$ cat src/rtl/cam_pkg.sv
// rtl/cam_pkg.sv - shared enums for the CAM request front-end
package cam_pkg;

    typedef enum logic [1:0] {
        OP_LOOKUP = 2'd0,
        OP_INSERT = 2'd1,
        OP_READ   = 2'd2,
        OP_FLUSH  = 2'd3
    } op_e;

    typedef enum logic [1:0] {
        ST_HIT      = 2'd0,
        ST_MISS     = 2'd1,
        ST_INSERTED = 2'd2,
        ST_FULL     = 2'd3
    } status_e;

    typedef enum logic [2:0] {
        S_IDLE  = 3'd0,
        S_SRCH  = 3'd1,
        S_EVAL  = 3'd2,
        S_WRITE = 3'd3,
        S_RD    = 3'd4,
        S_RESP  = 3'd5
    } state_e;

endpackage

$ cat src/rtl/cam_ctrl.sv
// rtl/cam_ctrl.sv - request sequencer and occupancy tracker in front of the cam block
module cam_ctrl
    import cam_pkg::*;
#(
    parameter int WIDTH      = 32,
    parameter int ADDR_WIDTH = 5,
    parameter int HEIGHT     = 32
) (
    input  logic                  clk_i,
    input  logic                  rst_i,
    input  logic                  req_valid_i,
    output logic                  req_ready_o,
    input  logic [1:0]            req_op_i,
    input  logic [WIDTH-1:0]      req_key_i,
    input  logic [ADDR_WIDTH-1:0] req_index_i,
    output logic                  rsp_valid_o,
    input  logic                  rsp_ready_i,
    output logic [1:0]            rsp_status_o,
    output logic [ADDR_WIDTH-1:0] rsp_index_o,
    output logic [WIDTH-1:0]      rsp_data_o,
    output logic                  cam_read_enable_o,
    output logic [ADDR_WIDTH-1:0] cam_read_index_o,
    output logic                  cam_write_enable_o,
    output logic [ADDR_WIDTH-1:0] cam_write_index_o,
    output logic [WIDTH-1:0]      cam_write_data_o,
    output logic                  cam_search_enable_o,
    output logic [WIDTH-1:0]      cam_search_data_o,
    input  logic                  cam_read_valid_i,
    input  logic [WIDTH-1:0]      cam_read_value_i,
    input  logic                  cam_search_valid_i,
    input  logic [ADDR_WIDTH-1:0] cam_search_index_i
);

    localparam logic [ADDR_WIDTH:0] FULL_COUNT = (ADDR_WIDTH + 1)'(HEIGHT);

    state_e                state_q, state_d;
    logic [ADDR_WIDTH:0]   count_q, count_d;
    op_e                   op_q;
    logic [WIDTH-1:0]      key_q;
    logic [ADDR_WIDTH-1:0] index_q;
    logic                  rd_issued_q, rd_issued_d;
    status_e               status_q, status_d;
    logic [ADDR_WIDTH-1:0] rsp_index_q, rsp_index_d;
    logic [WIDTH-1:0]      rsp_data_q, rsp_data_d;

    logic accept;
    logic search_hit;
    logic read_in_range;

    assign accept        = req_valid_i && req_ready_o;
    // Matches at or above the fill level are leftovers from before a flush.
    assign search_hit    = cam_search_valid_i && ({1'b0, cam_search_index_i} < count_q);
    assign read_in_range = {1'b0, index_q} < count_q;

    assign req_ready_o         = (state_q == S_IDLE) && !rst_i;
    assign rsp_valid_o         = (state_q == S_RESP);
    assign rsp_status_o        = status_q;
    assign rsp_index_o         = rsp_index_q;
    assign rsp_data_o          = rsp_data_q;
    assign cam_search_enable_o = (state_q == S_SRCH);
    assign cam_search_data_o   = key_q;
    assign cam_write_enable_o  = (state_q == S_WRITE);
    assign cam_write_index_o   = count_q[ADDR_WIDTH-1:0];
    assign cam_write_data_o    = key_q;
    assign cam_read_enable_o   = (state_q == S_RD) && read_in_range && !rd_issued_q;
    assign cam_read_index_o    = index_q;

    always_ff @(posedge clk_i) begin
        if (rst_i) begin
            state_q     <= S_IDLE;
            count_q     <= '0;
            op_q        <= OP_LOOKUP;
            key_q       <= '0;
            index_q     <= '0;
            rd_issued_q <= 1'b0;
            status_q    <= ST_HIT;
            rsp_index_q <= '0;
            rsp_data_q  <= '0;
        end else begin
            state_q     <= state_d;
            count_q     <= count_d;
            rd_issued_q <= rd_issued_d;
            status_q    <= status_d;
            rsp_index_q <= rsp_index_d;
            rsp_data_q  <= rsp_data_d;
            if (accept) begin
                op_q    <= op_e'(req_op_i);
                key_q   <= req_key_i;
                index_q <= req_index_i;
            end
        end
    end

    always_comb begin
        state_d     = state_q;
        count_d     = count_q;
        rd_issued_d = rd_issued_q;
        status_d    = status_q;
        rsp_index_d = rsp_index_q;
        rsp_data_d  = rsp_data_q;
        case (state_q)
            S_IDLE: begin
                if (accept) begin
                    case (op_e'(req_op_i))
                        OP_LOOKUP, OP_INSERT: state_d = S_SRCH;
                        OP_READ:              state_d = S_RD;
                        default: begin
                            count_d     = '0;
                            status_d    = ST_INSERTED;
                            rsp_index_d = '0;
                            rsp_data_d  = '0;
                            state_d     = S_RESP;
                        end
                    endcase
                end
            end
            S_SRCH: state_d = S_EVAL;
            S_EVAL: begin
                rsp_data_d  = '0;
                rsp_index_d = '0;
                state_d     = S_RESP;
                if (search_hit) begin
                    status_d    = ST_HIT;
                    rsp_index_d = cam_search_index_i;
                end else if (op_q == OP_LOOKUP) begin
                    status_d = ST_MISS;
                end else if (count_q < FULL_COUNT) begin
                    state_d = S_WRITE;
                end else begin
                    status_d = ST_FULL;
                end
            end
            S_WRITE: begin
                count_d     = count_q + 1'b1;
                status_d    = ST_INSERTED;
                rsp_index_d = count_q[ADDR_WIDTH-1:0];
                rsp_data_d  = '0;
                state_d     = S_RESP;
            end
            S_RD: begin
                // The read is issued once, then the wait for data is unbounded.
                if (!read_in_range) begin
                    status_d    = ST_MISS;
                    rsp_index_d = '0;
                    rsp_data_d  = '0;
                    state_d     = S_RESP;
                end else if (!rd_issued_q) begin
                    rd_issued_d = 1'b1;
                end else if (cam_read_valid_i) begin
                    rd_issued_d = 1'b0;
                    status_d    = ST_HIT;
                    rsp_index_d = index_q;
                    rsp_data_d  = cam_read_value_i;
                    state_d     = S_RESP;
                end
            end
            S_RESP: begin
                if (rsp_ready_i) state_d = S_IDLE;
            end
            default: state_d = S_IDLE;
        endcase
    end

endmodule

$ cat config.mk
export PLATFORM = sky130hd
export DESIGN_NAME = cam_ctrl
export DESIGN_NICKNAME = d
export VERILOG_FILES = /design/src/rtl/cam_pkg.sv /design/src/rtl/cam_ctrl.sv
export SDC_FILE = /design/constraint.sdc
export NUM_CORES = 1
export LEC_CHECK = 0
export CAP_MARGIN = 20
export CORE_AREA = 5 5 120 122
export CTS_CLUSTER_DIAMETER = 50
export DETAILED_ROUTE_END_ITERATION = 10
export DIE_AREA = 0 0 125 127
export PLACE_DENSITY = 0.65
export SLEW_MARGIN = 25
export SYNTH_ARGS = -nofsm -noshare
export SYNTH_HDL_FRONTEND = slang
export SYNTH_SLANG_ARGS = --single-unit
$ cat constraint.sdc
create_clock -name clk_i -period 2.3 [get_ports clk_i]
set_input_delay 0.345 -clock clk_i [delete_from_list [all_inputs] [get_ports clk_i]]
set_output_delay 0.345 -clock clk_i [all_outputs]
set_load 0.02 [all_outputs]
==> out/qor.txt <==
Status - finished, violations left
Violated checks - negative setup slack
Critical path capture point type - flop
Die Wd - 125 um
Setup Skew - 0.00445 ns
CTS clock-pin slew for the worst setup and hold paths - 0.06 ns
Hold_sp - rsp_data_o[27]$_SDFFE_PP0P_
Count of flip-flops with a built-in enable after synthesis - 0
Worst reg2reg endpoint - rsp_data_o[23]$_SDFFE_PP0P_
Sequential share of the synthesized area - 0.454
DP HPWL - 9170 um
Post-Place Worst Slack - -0.314 ns
Min-Delay Path Class - flop to flop
Warnings from Yosys - 0
Tmin final - 2.35 ns
Post-Synthesis Cell Area - 3880 sq um
Hold-critical path endpoint - rsp_data_o[27]$_SDFFE_PP0P_
Global route overflow - 0
Rows - 42
Worst-Skew Late Latency - 0.33 ns
Drt via density - 4.76
Worst hold stages - 2
Ys async rst share - 0
Worst slew pin tran - 0.599 ns
Leakage power - 2.45 nW
RSZ-0062 raised after global routing - yes
Final ANT Viol Nets - 0
Net count after synthesis - 578
Starting Density - 0.296
Worst setup margin - -0.0451 ns
Worst hold margin - 0.459 ns
Power Dens Cells - 745 nW/um^2
Synth cell count leaders - 118 x nand2_1, 88 x dfxtp_1, 50 x o21ai_0
WL final - 13,500 um
Post-Synthesis Cells - 487
Flop2flop setup slack - -0.05 ns
Primary FF master, synth - dfxtp_1
Slowest cell on the critical path - a2111oi_4
Vias in the first global route - 3,893
Clk sinks - 88
RePlAce Congestion - 0.832
Die H - 127 um
Clk buf depth - 2
Area Overhead vs Synth - 77.0%
Max Cap Viol - 0
Die footprint - 15,900 sq um
Antenna Cells - 0
Top-count cell post-synth - nand2_1
Initial antenna violation count - 0
CTS tree - built
Largest area contributor in the netlist - dfxtp_1
WS Path Type - flop to flop
First-pass DRT Iterations - 5
Max Fanout on Critical Path - 8
Setup TNS - -0.465 ns
Root Buffer - clkbuf_16
Num ports - 200
Normalized max-slew margin - 0.601
I/O Buffers - 199
Library cells used by synthesis - 36
Tcrit/Tclk final - 1.02
Startpoint types - flop
Yosys reg bits - 88
Core area - 13,100 sq um
H-tree depth - 3
Drc violations - 0
Dpl cell area - 5980 sq um
Fmax - 426 MHz
Final setup fails - 20
Pin count of the biggest net entering global routing - 65
Number of hold buffers added after cts - 0
Avg Cell Area, Syn - 7.96 sq um
Synth top area share - 0.454
Global-route wire length before repair - 19,700 um
Fraction of layout cells with a size suffix above 1 - 0.230
Worst EP required - 2.56 ns
Final net count - 764
Tot GR Track Use - 0.151
Max incr delay on CP - 0.41 ns
Max IR drop VDD - 0.000357 V
CTS buffer count - 9
Path depth of the worst reg2reg path - 11
Via count - 4,064
Post-Layout Inst Area - 6860 sq um
Final Hold Vio Count - 0
DR WL/cell - 15.8 um
Initial drt markers - 165
Crit path DAT - 2.60 ns
Design Power - 5.12 mW
Crit-path cells - inv_2, ha_4, a211oi_4, o21ai_2, a2111oi_4, buf_4, buf_12, a21bo_4, clkbuf_16, nand2_4, a21oi_2
Slew Viols, Final - 0
Worst flop-to-flop path startpoint - count_q[3]$_SDFFE_PP0P_
Top cells by area, synth - dfxtp_1 45%, nand2_1 11%, buf_4 7.9%
[report_power, final]
part	switching (mW)	internal, mW	total, mW
sequential	0.143	1.69	1.83
combinational	1.04	0.962	2.01
clock	0.555	0.720	1.27
[metal layers]
layer	wire (um)	GRT usage
met1	5770	0.189
met2	6320	0.243
met3	1120	0.0543
met4	276	0.0536
met5	0	0
[worst max-delay path by stage]
stage | start | cells past startpoint | slack, ns | to
finish | count_q[3]$_SDFFE_PP0P_ | 11 | -0.05 | rsp_data_o[23]$_SDFFE_PP0P_
global route | count_q[3]$_SDFFE_PP0P_ | 11 | -0.19 | rsp_data_o[5]$_SDFFE_PP0P_
CTS | count_q[3]$_SDFFE_PP0P_ | 7 | -0.003 | cam_read_enable_o
detailed placement | count_q[3]$_SDFFE_PP0P_ | 10 | -0.31 | rsp_data_o[21]$_SDFFE_PP0P_
global placement | count_q[3]$_SDFFE_PP0P_ | 7 | -0.28 | cam_read_enable_o
floorplan | count_q[3]$_SDFFE_PP0P_ | 7 | 0.001 | cam_read_enable_o
[cells by family after synthesis]
family,after synthesis,share of synthesized area
flops,88,0.454
buf+inv,78,0.117
compound gates,117,0.176
mux,1,0.00258
fa+ha+maj,9,0.0290
simple gates,189,0.210
xor+xnor,5,0.0113
[stage by stage]
step / util / cells
after floorplan: - / 487
after global placement: 0.457 / 824
after detailed placement: 0.457 / 824
after CTS: 0.485 / 842
after global routing: 0.525 / 853
final: 0.525 / 853
[flip-flops by register name, summed over array words and instances, names as in the netlist]
name and flops:
cam_read_index_o 5, cam_search_data_o 32, count_q 6, op_q 2
rd_issued_q 1, rsp_data_o 32, rsp_index_o 5, rsp_status_o 2
state_q 3
[what timing repair did]
| item | CTS | global route |
|---|---|---|
| setup endpoints to repair | 45 | 40 |
| buffers inserted | 2 | 8 |
| gates resized for setup | 22 | 115 |
| gates cloned | 1 | 4 |
| pin swaps | 5 | 55 |
[critical path: cells and delay by family, from the launching register on]
kind / cells / cell delay [ns]
AOI/OAI and AO/OA: 5 / 1.08
DFF: 1 / 0.33
and+or+nand+nor: 1 / 0.05
adders and majority gates: 1 / 0.22
buffers and inverters: 4 / 0.58
[layout make-up]
cell class              instances  area [sq um]
well taps                     176           220
flip-flops and latches         88          1770
multi-input cells             321          2110
clock buffers                  11           233
clock inverters                 4          22.5
repair buffers                245          2480
inverters                       8          30.0
fillers                      1179          6220
[placed cells by master (no fill, tap or decap), types with 3 or more instances in the layout]
cell type / n
a21oi_1: 14
o21ai_0: 45
or3_1: 4
nand2_1: 87
buf_4: 35
nand3_1: 29
xnor2_1: 5
ha_1: 5
and2_1: 5
inv_1: 5
nor2b_1: 4
nand2_2: 5
clkbuf_16: 12
dfxtp_2: 6
buf_12: 7
clkinv_2: 3
clkdlybuf4s50_1: 196
nor2_1: 16
a222oi_1: 5
dfxtp_1: 82
a21oi_2: 33
nand2_4: 26
inv_2: 3
nand3_2: 3
o21ai_2: 6
(Power assumes the default switching activity.)
